$ cat config.mk
export PLATFORM = sky130hd
export DESIGN_NAME = thread_register_file
export DESIGN_NICKNAME = d
export VERILOG_FILES = /design/src/rtl/gpu_pkg.sv /design/src/rtl/thread_register_file.sv
export SDC_FILE = /design/constraint.sdc
export NUM_CORES = 1
export LEC_CHECK = 0
export CORE_MARGIN = 2
export CORE_UTILIZATION = 35
export CTS_CLUSTER_DIAMETER = 80
export DETAILED_ROUTE_END_ITERATION = 10
export PLACE_DENSITY_LB_ADDON = 0.2
export SYNTH_ARGS = -nofsm -noshare
export SYNTH_HDL_FRONTEND = slang
export SYNTH_SLANG_ARGS = --single-unit
export TNS_END_PERCENT = 1
$ cat constraint.sdc
create_clock -name clk -period 13.5 [get_ports clk]
set_input_delay 2.7 -clock clk [delete_from_list [all_inputs] [get_ports clk]]
set_output_delay 2.7 -clock clk [all_outputs]
set_load 0.01 [all_outputs]
$ cat src/rtl/gpu_pkg.sv
`default_nettype none
// ============================================================================
// Module   : gpu_pkg
// Purpose  : Types and constants shared by the per-lane units of a GPU core
//            (register file, ALU, LSU, PC unit).
// Contents : core_state_t     - core pipeline phase encoding (all 8 codes used)
//            reg_input_mux_t  - register write-back source select
//            REG_*_IDX        - indices of the read-only identity registers
//            NUM_WRITABLE_REGS- count of general-purpose registers (R0-R12)
// Revision : 1.0 - initial release
// ============================================================================
package gpu_pkg;

  typedef enum logic [2:0] {
    CS_IDLE    = 3'b000,
    CS_FETCH   = 3'b001,
    CS_DECODE  = 3'b010,
    CS_REQUEST = 3'b011,
    CS_WAIT    = 3'b100,
    CS_EXECUTE = 3'b101,
    CS_UPDATE  = 3'b110,
    CS_DONE    = 3'b111
  } core_state_t;

  typedef enum logic [1:0] {
    MUX_ALU  = 2'b00,
    MUX_LSU  = 2'b01,
    MUX_IMM  = 2'b10,
    MUX_RSVD = 2'b11
  } reg_input_mux_t;

  localparam logic [3:0] REG_BLOCK_IDX     = 4'd13;
  localparam logic [3:0] REG_BLOCK_DIM     = 4'd14;
  localparam logic [3:0] REG_THREAD_IDX    = 4'd15;
  localparam int         NUM_WRITABLE_REGS = 13;

endpackage : gpu_pkg
`default_nettype wire

$ cat src/rtl/thread_register_file.sv
`default_nettype none
// ============================================================================
// Module   : thread_register_file
// Purpose  : Sixteen-entry register file for one GPU thread lane. R0-R12 are
//            general purpose, R13 mirrors the block index, R14 returns the
//            block dimension and R15 the lane's thread index.
// Ports    : clk, reset (async, active-high), enable (lane active)
//            block_id                 - mirrored into R13 every enabled edge
//            core_state               - core phase; reads in REQUEST, writes
//                                       in UPDATE
//            decoded_rd/rs/rt_address - destination / operand indices
//            decoded_reg_write_enable - instruction writes rd
//            decoded_reg_input_mux    - write source (ALU/LSU/IMM/reserved)
//            decoded_immediate, alu_out, lsu_out - write-back data sources
//            rs, rt                   - registered operands for the ALU
// Revision : 1.0 - initial release
// ============================================================================
module thread_register_file
  import gpu_pkg::*;
#(
  parameter int THREADS_PER_BLOCK = 4,
  parameter int THREAD_ID         = 0,
  parameter int DATA_BITS         = 8
) (
  input  logic                 clk,
  input  logic                 reset,
  input  logic                 enable,
  input  logic [7:0]           block_id,
  input  logic [2:0]           core_state,
  input  logic [3:0]           decoded_rd_address,
  input  logic [3:0]           decoded_rs_address,
  input  logic [3:0]           decoded_rt_address,
  input  logic                 decoded_reg_write_enable,
  input  logic [1:0]           decoded_reg_input_mux,
  input  logic [DATA_BITS-1:0] decoded_immediate,
  input  logic [DATA_BITS-1:0] alu_out,
  input  logic [DATA_BITS-1:0] lsu_out,
  output logic [DATA_BITS-1:0] rs,
  output logic [DATA_BITS-1:0] rt
);

  logic [DATA_BITS-1:0] gpr_q [NUM_WRITABLE_REGS];
  logic [DATA_BITS-1:0] block_idx_q;
  logic [DATA_BITS-1:0] rs_q, rs_d;
  logic [DATA_BITS-1:0] rt_q, rt_d;
  logic [DATA_BITS-1:0] wr_data_d;
  logic                 wr_en_d;
  logic [DATA_BITS-1:0] reg_view [16];

  // Architectural view of all 16 registers; R13 is taken from the register
  // (pre-edge value), so a same-cycle mirror update is not visible to reads.
  always_comb begin
    for (int i = 0; i < NUM_WRITABLE_REGS; i++) begin
      reg_view[i] = gpr_q[i];
    end
    reg_view[REG_BLOCK_IDX]  = block_idx_q;
    reg_view[REG_BLOCK_DIM]  = DATA_BITS'(THREADS_PER_BLOCK);
    reg_view[REG_THREAD_IDX] = DATA_BITS'(THREAD_ID);
  end

  // Operand latch: hold unless this is an enabled REQUEST cycle.
  always_comb begin
    rs_d = rs_q;
    rt_d = rt_q;
    if (enable && (core_state == CS_REQUEST)) begin
      rs_d = reg_view[decoded_rs_address];
      rt_d = reg_view[decoded_rt_address];
    end
  end

  // Write-back select and protection decode. Destinations at or above R13
  // and the reserved mux code simply produce no write.
  always_comb begin
    wr_data_d = alu_out;
    wr_en_d   = enable && (core_state == CS_UPDATE) && decoded_reg_write_enable &&
                (decoded_rd_address < 4'(NUM_WRITABLE_REGS));
    case (reg_input_mux_t'(decoded_reg_input_mux))
      MUX_ALU:  wr_data_d = alu_out;
      MUX_LSU:  wr_data_d = lsu_out;
      MUX_IMM:  wr_data_d = decoded_immediate;
      default:  wr_en_d   = 1'b0;
    endcase
  end

  always_ff @(posedge clk or posedge reset) begin
    if (reset) begin
      for (int i = 0; i < NUM_WRITABLE_REGS; i++) begin
        gpr_q[i] <= '0;
      end
      block_idx_q <= '0;
      rs_q        <= '0;
      rt_q        <= '0;
    end else if (enable) begin
      block_idx_q <= DATA_BITS'(block_id);
      rs_q        <= rs_d;
      rt_q        <= rt_d;
      if (wr_en_d) begin
        gpr_q[decoded_rd_address] <= wr_data_d;
      end
    end
  end

  assign rs = rs_q;
  assign rt = rt_q;

endmodule : thread_register_file
`default_nettype wire

; Word level (Yosys, flattened, before mapping)
; Index checks and enable logic that the tools add are counted.
[op_classes]
eq_ne = 4
reduce_logical = 9
mux = 11
n_bitwise = 3
order_cmp = 5
[op_table]
columns = cell, n
row1 = bitwise mux 104 bit, 1
row2 = binary-select mux 8 bit (select 4 bit), 2
row3 = 2-to-1 mux 8 bit, 5
row4 = demux 8 bit (select 4 bit), 1
row5 = case mux 8 bit (2 select lines), 1
row6 = greater-or-equal comparator 5 bit (second input constant), 3
row7 = inverter 4 -> 5 bit, 3
row8 = logical AND 1 bit, 5
row9 = less-than comparator 5 x 1 -> 1 bit (second input constant), 1
row10 = less-than comparator 4 bit (second input constant), 1
row11 = AND reduction 2 bit, 2
row12 = == test 3 x 2 -> 1 bit (second input constant), 1
row13 = == test 3 bit (second input constant), 1
row14 = OR reduction 3 bit, 1
row15 = == test 2 x 1 -> 1 bit (second input constant), 1
row16 = == test 2 bit (second input constant), 1
row17 = zero test 2 bit, 1
row18 = 2-to-1 mux 1 bit, 1
[totals]
output_inout_bits = 16
in_bits = 53
regBits = 128
elab_cells = 48

; Longest topological paths before layout
; Gate-level depths: netlist of run 1.
[logic_depth]
word_depth = 6
depth_mapped = 7
mapped_depth_nobuf = 5

; Worst setup path after synthesis of run 1
; Ideal clock, no wire load.
[synth_path]
kind = input to register
from = input port decoded_reg_input_mux[0]
to = register gpr_q[10] (netlist bit)
required_time_ps = 13375
setup_slack_ps = 9301
stages = 6
n_path_buf = 1
setup_time_ps = 125
t_arrival_ps = 4074
path_cell_list = ha_1 -> nand4bb_4 -> nor4b_2 -> and3_1 -> buf_2 -> mux2_2
[synth_between]
elab_chain_len = 4
word_cells_on_any_way = 8
cone_classes = eq/ne: 2 / mux: 3 / reduce/logical: 3
[synth_lines]
columns = element, line_no
row1 = start: declaration, thread_register_file.sv:34  ; input logic [1:0] decoded_reg_input_mux,
row2 = "== test 2 bit, or another cell as far along", thread_register_file.sv:77  ; case (reg_input_mux_t'(decoded_reg_input_mux))
row3 = OR reduction 3 bit (no source line), n/a
row4 = 2-to-1 mux 1 bit, thread_register_file.sv:77
row5 = AND reduction 2 bit (no source line), n/a
row6 = end signal: indexed assignment, thread_register_file.sv:98  ; gpr_q[decoded_rd_address] <= wr_data_d;
row7 = end: declaration, thread_register_file.sv:42  ; logic [DATA_BITS-1:0] gpr_q [NUM_WRITABLE_REGS];
; Several ways; a longest one is shown, not always the timed one.
; A chain may end at the register's enable or synchronous reset.

; Worst setup path after layout of run 1
[layout_path]
from = input port enable
to = register rs_q[3], in the netlist rs[3]
[layout_between]
elab_chain_len = 2
[layout_lines]
columns = element, line_no
row1 = start: declaration, thread_register_file.sv:27  ; input logic enable,
row2 = logical AND 1 bit, thread_register_file.sv:65  ; if (enable && (core_state == CS_REQUEST)) begin
row3 = AND reduction 2 bit (no source line) (*), n/a
row4 = end signal: assignment, thread_register_file.sv:95  ; rs_q <= rs_d;
row5 = end: declaration, thread_register_file.sv:44  ; logic [DATA_BITS-1:0] rs_q, rs_d;
; Every way passes the cells marked *; elsewhere a longest branch is shown, timed or not.

==> impl_metrics.yaml, run 1 <==
worst_setup_path:
  worst_r2r_path_depth: 4
  worstSetupStartpointType: "primary input"
  slowest_delay_ns: 0.81
  path_max_fanout: 12
  crit_cells: 4
  cp-end-kind: "flip-flop"
  crit_family: "simple AND/OR/NAND/NOR gates"
  criticalPathCategory: "in -> reg"
  crit_buf_inv: 1
  crit_path_top_delay_cell: "nor2_1"
  worstPathCellList: "clkdlybuf4s50_1 > nand4b_1 > nor2_1 > a221oi_1"
  critPathRequiredTime_ns: 13.75
  worstPathArrival_ns: 5.11
floorplanning:
  die_y_um: 144
  die_width_um: 144
  dieArea_sq_mm: 0.0208
  num_rows: 51
  ios: 69
  start_util_pct: 35.5
  core_sq_mm: 0.0193
yosys:
  synth_area_sq_mm: 0.00687
  syn_inst: 503
  avgSynthCellArea_sq_um: 13.6
  synth_edf_count: 0
  yosys.area_share.simple_pct: 5.87
  yosysSeqAreaShare_pct: 46.7
  synth.area.top_cells: "dfrtp_1, mux2_2, mux4_2"
  synth_xor_area_share_pct: 0
  yosys_warnings: 0
  synth_mux_area_share_pct: 37.7
  ys_ff_latch: 128
  yosysTopAreaCellShare_pct: 46.7
  synth_top_family_by_area: "multiplexers"
  synth_nets: 559
  synth_compound_area_share_pct: 6.25
  ys_types: 37
  yosys.area_share.adder_pct: 0.547
  synth_top_area_cell: "dfrtp_1"
  async_reset_ff_share_pct: 100
  synthFlopType: "dfrtp_1"
detailed_routing:
  vias_per_cell: 5.47
  first_pass_iters: 5
  drcViolationCount: 0
  post_drt_wl_per_cell_um: 21.5
  vias: 4608
  drtAntennaViolNets: 0
  drt_iter0_drc: 319
  drt-total-wl_um: 18100
placed_design:
  port_buffers: 68
  detailed_place_hpwl_um: 12400
  gp_congestion: 0.787
  pre_cts_ws_ns: 8.11
final_layout:
  final_util_pct: 44.0
  ff_latch_area_sq_mm: 0.00320
  diodes: 0
  nets: 621
  multi_input_area_sq_mm: 0.00346
  fillerInstances: 1768
  final_layout_size_suffix_gt1_share_pct: 39.1
  syn2layout_area_growth_pct: 23.9
power_and_ir_drop:
  power_leakage_nw: 3.80
  swShare_pct: 23.1
  vdd_ir_drop_max_mv: 0.0605
  seq_power_share_pct: 38.0
  power_density_mw_per_mm2: 130
  p_clk_share_pct: 49.5
  p_switching_mw: 0.255
  total_power_mw: 1.11
  combPwrFrac_pct: 12.4
  internal-power_mw: 0.850
sta:
  worst_pin_slew_ns: 0.924
  setup_violations: 0
  fin_tns_setup_ns: 0
  max_slew_margin_pct: 38.0
  fmax_mhz: 206
  hold_viol: 0
  rsz0062_at_grt: "false"
  fin_crit_ns: 4.86
  slew_violations: 0
  final.period_utilization_pct: 36.0
  fin_ws_ns: 8.64
  fin_skew_ns: 0.00861
global_routing:
  grt_max_degree: 72
  grt_pass1_vias: 4703
  antenna_found_initial: 0
  grt_pass1_wl_um: 28100
  grt_use_total_pct: 18.5
  gr-total-overflow: 0
flow_run:
  drv_cap: 0
clock_network:
  clk_path_buf_depth: 2
  clock_latency_ns: 0.42
  cts_tree: "yes"
  h-tree-depth: 4
  cts_made_buffers: 17
  clkSinkCount: 128
  postCtsHoldBufs: 0
  clk_pin_slew_ns: 0.06
  clock-root-buffer: "clkbuf_16"
  post_cts_buffers: 0
  post_cts_resized: 0
min_path:
  min-delay-path-class: "reg -> reg"
  worstHoldPathCells: 2
run_status:
  status: "complete, no violations"
-- final cells by class --
cell class              count  share of cell area [%]
clock inverters            13                    3.02
repair buffers             80                    8.94
multi-input cells         328                    40.7
inverters                  10                   0.471
flip-flops and latches    128                    37.7
clock buffers              19                    5.33
well taps                 265                    3.90
-- layer usage --
metal / track usage, % / wire (um)
met5: 0 / 0
met4: 5.16 / 225
met3: 4.47 / 935
met2: 30.3 / 8800
met1: 24.6 / 8140
-- placed cells by master (no fill, tap or decap), types with 3 or more instances in the layout --
master,instances
clkbuf_16,17
dfrtp_1,128
buf_4,12
nand3_1,8
a21oi_1,7
a31oi_1,3
o221ai_1,3
a221o_1,4
mux2i_1,17
nor2_1,17
a22oi_1,8
o21ai_1,3
nor2b_1,4
a222oi_1,3
o2111ai_1,3
inv_1,8
o21ai_0,15
a221oi_1,8
nor3_1,3
mux2_2,129
mux4_2,43
bufinv_16,7
ha_1,3
a211o_1,3
clkdlybuf4s50_1,66
nand2_1,31
-- cell families after synthesis --
kind of cell / Yosys count
AOI/OAI and AO/OA: 61
adders and majority gates: 3
buffers and inverters: 47
DFF: 128
muxes: 189
and+or+nand+nor: 75
-- power groups by stage --
stage / Combinational (mW) / Sequential (mW) / Clock, mW
2_1_floorplan: 0.0733 / 0.427 / 0
3_3_place_gp: 0.136 / 0.426 / 0
3_5_place_dp: 0.139 / 0.427 / 0
4_1_cts: 0.139 / 0.420 / 0.556
5_1_grt: 0.150 / 0.423 / 0.571
6_report: 0.137 / 0.420 / 0.547
-- cells in the mapped netlist (4+ instances only) --
master / number
a21oi_1: 7
a221o_1: 4
a221oi_1: 8
a22oi_1: 8
buf_2: 10
clkbuf_1: 22
dfrtp_1: 128
inv_1: 9
mux2_2: 129
mux2i_1: 17
mux4_2: 43
nand2_1: 31
nand3_1: 8
nor2_1: 17
nor2b_1: 4
o21ai_0: 18
-- final timing paths --
check / start / to / slack [ns]
setup reg to reg: gpr_q[13]$_DFFE_PP0P_ / rt[5]$_DFFE_PP0P_ / 11.85
setup / recovery: enable / rs[3]$_DFFE_PP0P_ / 8.64
max in group asynchronous: reset / gpr_q[47]$_DFFE_PP0P_ / 9.35
hold reg to reg: rt[4]$_DFFE_PP0P_ / rt[4]$_DFFE_PP0P_ / 0.48
hold / removal: rt[4]$_DFFE_PP0P_ / rt[4]$_DFFE_PP0P_ / 0.48
min in group asynchronous: reset / gpr_q[29]$_DFFE_PP0P_ / 2.76
-- state kept, by name, summed over array words and instances, names as in the netlist --
name	count
block_idx_q	8
gpr_q	104
rs	8
rt	8
-- stage by stage --
step / hold slack, ns / area, sq um / cells
final: 0.483 / 8510 / 843
after global routing: 0.516 / 8510 / 843
after CTS: 0.487 / 8510 / 843
after detailed placement: 0.475 / 7800 / 811
after global placement: 0.476 / 7790 / 810
after floorplan: 0.491 / 6870 / 503
-- worst min-delay path: cells and delay by family (launching register included) --
| kind | cells | cell delay, ns |
|---|---|---|
| DFF | 1 | 0.34 |
| AOI/OAI and AO/OA | 1 | 0.06 |
| and+or+nand+nor | 1 | 0.05 |
No activity file was read; power rests on OpenSTA's default activity.
==> run 2, diff against run 1 <==
==> constraint.sdc (replaced) <==
create_clock -name clk -period 4.35 [get_ports clk]
set_input_delay 0.87 -clock clk [delete_from_list [all_inputs] [get_ports clk]]
set_output_delay 0.87 -clock clk [all_outputs]
set_load 0.01 [all_outputs]
==> run 2 against run 1 <==
  * Combinational power increased to 3.2 times the previous value
  * Power increased to 2.9 times the previous value
  * Hold slack improved by 0.013 ns
  * Critical path depth increased by 1
  * First-iteration DRC count increased by 8.5%
  * Clock power increased to 2.7 times the previous value
  * Global-route usage increased by 0.54 points
==> impl_metrics.yaml, run 2 (synthesized netlist as in run 1, its figures left out) <==
worst_setup_path:
  criticalPathCategory: "in -> reg"
  cp-end-kind: "flip-flop"
  worstPathCellList: "clkdlybuf4s50_1 > nand2_1 > nor4b_2 > and3_1 > mux2_2"
  path_max_fanout: 11
  slowest_delay_ns: 0.73
  crit_buf_inv: 1
  crit_family: "simple AND/OR/NAND/NOR gates"
  worstPathArrival_ns: 3.31
  worstSetupStartpointType: "primary input"
  critPathRequiredTime_ns: 4.66
  crit_path_top_delay_cell: "clkdlybuf4s50_1"
sta:
  rsz0062_at_grt: "false"
  max_slew_margin_pct: 31.3
  fin_tns_setup_ns: 0
  fin_crit_ns: 3.00
  worst_pin_slew_ns: 1.03
  final.period_utilization_pct: 69.0
  fin_skew_ns: 0.0131
  slew_violations: 0
  holdWs_ns: 0.496
  setup_violations: 0
  hold_viol: 0
  fmax_mhz: 333
detailed_routing:
  drt-total-wl_um: 18600
  drt_iter0_drc: 346
  drtAntennaViolNets: 0
  drcViolationCount: 0
  post_drt_wl_per_cell_um: 21.9
  vias_per_cell: 5.49
  first_pass_iters: 4
  vias: 4663
clock_network:
  clk_pin_slew_ns: 0.06
  cts_made_buffers: 17
  cts_tree: "yes"
  post_cts_buffers: 0
  clock-root-buffer: "clkbuf_16"
  post_cts_resized: 0
  clock_latency_ns: 0.42
  h-tree-depth: 4
  postCtsHoldBufs: 0
  clkSinkCount: 128
  clk_path_buf_depth: 2
final_layout:
  nets: 628
  regMostFlops: "gpr_q"
  final_common_cell: "mux2_2"
  fillerInstances: 1759
  largest_reg_flops: 104
  syn2layout_area_growth_pct: 23.3
  diodes: 0
  final_cell_mix: "mux2_2, dfrtp_1, clkdlybuf4s50_1, mux4_2, nand2_1"
  final_layout_size_suffix_gt1_share_pct: 39.7
power_and_ir_drop:
  power_leakage_nw: 3.79
  power_density_mw_per_mm2: 381
  vdd_ir_drop_max_mv: 0.171
  total_power_mw: 3.22
floorplanning:
  die_width_um: 144
  dieArea_sq_mm: 0.0208
  start_util_pct: 35.5
  die_y_um: 144
  ios: 69
  num_rows: 51
  core_sq_mm: 0.0193
min_path:
  min-delay-path-class: "reg -> reg"
global_routing:
  grt_pass1_vias: 4952
  antenna_found_initial: 0
  gr-total-overflow: 0
  grt_max_degree: 40
  grt_use_total_pct: 19.0
  grt_pass1_wl_um: 28900
flow_run:
  drv_cap: 0
placed_design:
  port_buffers: 68
  detailed_place_hpwl_um: 13300
  gp_congestion: 0.796
run_status:
  status: "complete, no violations"
## run 2: changes by cell type in the layout (fill, tap and decap cells not counted), sizes merged
cell	before	now
clkinvlp	2	3
clkinv	3	4
bufinv	7	3
inv	11	10
buf	14	21
clkbuf	19	22
## run 2: layer usage
metal	global-route usage, %	up-vias	share of wire [%]	wire length [um]
met4	7.22	0	1.5	277
met3	3.77	15	6.7	1240
met2	30.9	149	48	8930
met5	0	-	0	0
met1	25.3	2419	44	8180
li1	-	2080	-	-
## run 2: worst paths after layout
check,from,endpoint,slack [ns],depth (start not counted)
max,enable,gpr_q[11]$_DFFE_PP0P_,1.35,5
min,rt[4]$_DFFE_PP0P_,rt[4]$_DFFE_PP0P_,0.50,2
max reg2reg,gpr_q[37]$_DFFE_PP0P_,rt[5]$_DFFE_PP0P_,2.72,4
min reg2reg,rt[4]$_DFFE_PP0P_,rt[4]$_DFFE_PP0P_,0.50,2
max in group asynchronous,reset,gpr_q[73]$_DFFE_PP0P_,2.72,3
min in group asynchronous,reset,gpr_q[6]$_DFFE_PP0P_,0.79,2
## run 2: cell type report
cell class	instances	area (sq um)	share of cell area [%]
multi-input combinational	328	3460	40.9
inverter	10	40.0	0.473
sequential	128	3200	37.8
clock buffer	22	484	5.72
timing repair buffer	87	813	9.61
tap	265	332	3.92
clock inverter	10	133	1.57
## run 2: report_power, final
part / internal, mW / switching [mW] / total, mW
clock: 0.957 / 0.525 / 1.48
sequential: 1.26 / 0.0482 / 1.31
combinational: 0.221 / 0.212 / 0.433
## run 2: stage by stage
step	std cells	area (sq um)	setup WS, ns	utilization [%]
global route	850	8470	1.20	43.8
CTS	850	8470	1.31	43.8
detailed placement	818	7850	0.871	40.6
finish	850	8470	1.35	43.8
global placement	818	7850	0.930	40.6
floorplan	503	6870	0.0674	-
## run 2: worst register-to-register path, stage by stage, from the launching register on
cell and delay (ns):
dfrtp_1 0.41, mux4_2 0.48, a221o_1 0.39, mux2i_1 0.15, a31oi_1 0.05
==> run 3, diff against run 2 <==
==> constraint.sdc (replaced) <==
create_clock -name clk -period 3.1 [get_ports clk]
set_input_delay 0.62 -clock clk [delete_from_list [all_inputs] [get_ports clk]]
set_output_delay 0.62 -clock clk [all_outputs]
set_load 0.01 [all_outputs]
==> run 3 against run 2 <==
  * First-iteration DRC count increased by 2.9%
  * Hold slack lost 0.010 ns
  * Power rose by 35%
  * Non-clock buffer count grew 11
  * Via count shrank 0.51%
  * Critical path type unchanged
==> impl_metrics.yaml, run 3 (synthesized netlist as in run 1, its figures left out) <==
final_layout:
  nets: 639
  syn2layout_area_growth_pct: 24.4
  final_common_cell: "mux2_2"
  diodes: 0
  final_cell_mix: "mux2_2, dfrtp_1, clkdlybuf4s50_1, mux4_2, nand2_1"
  regMostFlops: "gpr_q"
  final_util_pct: 44.2
  fillerInstances: 1751
  largest_reg_flops: 104
  final_layout_size_suffix_gt1_share_pct: 40.0
power_and_ir_drop:
  swShare_pct: 24.3
  p_switching_mw: 1.06
  p_clk_share_pct: 43.7
  power_leakage_nw: 3.83
  power_density_mw_per_mm2: 511
  vdd_ir_drop_max_mv: 0.314
  internal-power_mw: 3.30
  seq_power_share_pct: 42.0
  combPwrFrac_pct: 14.3
sta:
  slew_violations: 0
  max_slew_margin_pct: 48.9
  setup_violations: 0
  fmax_mhz: 406
  hold_viol: 0
  rsz0062_at_grt: "false"
  fin_skew_ns: 0.00716
  final.period_utilization_pct: 79.5
  fin_tns_setup_ns: 0
  fin_crit_ns: 2.46
  worst_pin_slew_ns: 0.763
worst_setup_path:
  critPathRequiredTime_ns: 3.40
  cp-end-kind: "flip-flop"
  crit_buf_inv: 1
  slowest_delay_ns: 0.45
  crit_path_top_delay_cell: "clkdlybuf4s50_1"
  crit_family: "simple AND/OR/NAND/NOR gates"
  worstSetupStartpointType: "primary input"
  worstPathArrival_ns: 2.76
  criticalPathCategory: "in -> reg"
  path_max_fanout: 8
  worstPathCellList: "clkdlybuf4s50_1 > ha_1 > nand4bb_4 > nor4b_2 > and3_1 > mux2_2"
floorplanning:
  dieArea_sq_mm: 0.0208
  num_rows: 51
  die_y_um: 144
  die_width_um: 144
  start_util_pct: 35.5
  ios: 69
  core_sq_mm: 0.0193
detailed_routing:
  drt_iter0_drc: 356
  drcViolationCount: 0
  first_pass_iters: 6
  drt-total-wl_um: 18200
  vias: 4639
  post_drt_wl_per_cell_um: 21.2
  drtAntennaViolNets: 0
  vias_per_cell: 5.39
global_routing:
  grt_pass1_wl_um: 28800
  busiest_layer: "met2"
  use_met2_pct: 30.3
  grt_util_met3_pct: 3.11
  grt_use_total_pct: 18.8
  grt_use_met1_pct: 26.0
  gr-total-overflow: 0
  antenna_found_initial: 0
  grt_pass1_vias: 4872
  grt_max_degree: 72
clock_network:
  clkSinkCount: 128
  cts_made_buffers: 17
  clk_path_buf_depth: 2
  clock_latency_ns: 0.41
  post_cts_buffers: 0
  cts_tree: "yes"
  h-tree-depth: 4
  postCtsHoldBufs: 0
  clk_pin_slew_ns: 0.05
  clock-root-buffer: "clkbuf_16"
  post_cts_resized: 0
placed_design:
  port_buffers: 68
  gp_congestion: 0.794
  detailed_place_hpwl_um: 13100
flow_run:
  drv_cap: 0
run_status:
  status: "complete, no violations"
min_path:
  min-delay-path-class: "in -> async"
[run 3: worst paths after layout]
kind	cells past startpoint	startpoint	slack [ns]	to
setup / recovery	6	decoded_reg_input_mux[0]	0.64	gpr_q[8]$_DFFE_PP0P_
hold / removal	2	reset	0.49	gpr_q[3]$_DFFE_PP0P_
setup reg to reg	4	gpr_q[11]$_DFFE_PP0P_	1.44	rt[3]$_DFFE_PP0P_
hold reg to reg	2	rt[7]$_DFFE_PP0P_	0.49	rt[7]$_DFFE_PP0P_
max in group asynchronous	3	reset	1.98	rs[7]$_DFFE_PP0P_
min in group clk	2	rt[7]$_DFFE_PP0P_	0.49	rt[7]$_DFFE_PP0P_
[run 3: worst register-to-register path, stage by stage, from the launching register on]
cell,delay [ns]
dfrtp_1,0.41
mux4_2,0.48
a221o_1,0.39
mux2i_1,0.18
a31oi_1,0.06
[run 3: final cells by class]
class,count,area (sq um),area share (%)
clock buffers,24,472,5.52
clock inverters,7,85.1,0.996
inverters,10,41.3,0.484
multi-input cells,328,3460,40.5
flip-flops and latches,128,3200,37.5
well taps,265,332,3.88
repair buffers,98,946,11.1
[run 3: power groups by stage]
stage / registers (mW) / logic (mW) / clock network (mW)
CTS: 1.83 / 0.629 / 1.94
finish: 1.83 / 0.622 / 1.91
floorplan: 1.86 / 0.320 / 0
detailed placement: 1.86 / 0.627 / 0
global placement: 1.85 / 0.619 / 0
global route: 1.84 / 0.678 / 2.02
[run 3: metal layers]
metal | up-vias | share of wire, %
li1 | 2091 | -
met1 | 2407 | 46
met2 | 121 | 48
met3 | 20 | 4.1
met4 | 0 | 1.5
met5 | - | 0
[run 3: per-stage QoR]
step	hold WS (ns)	setup slack [ns]	area [sq um]	power, mW	std cells
floorplan	0.491	0.899	6870	2.18	503
global placement	0.471	0.313	7980	2.47	829
detailed placement	0.479	0.202	7980	2.49	829
CTS	0.488	0.652	8540	4.41	860
global route	0.503	0.498	8540	4.55	860
finish	0.486	0.636	8540	4.36	860
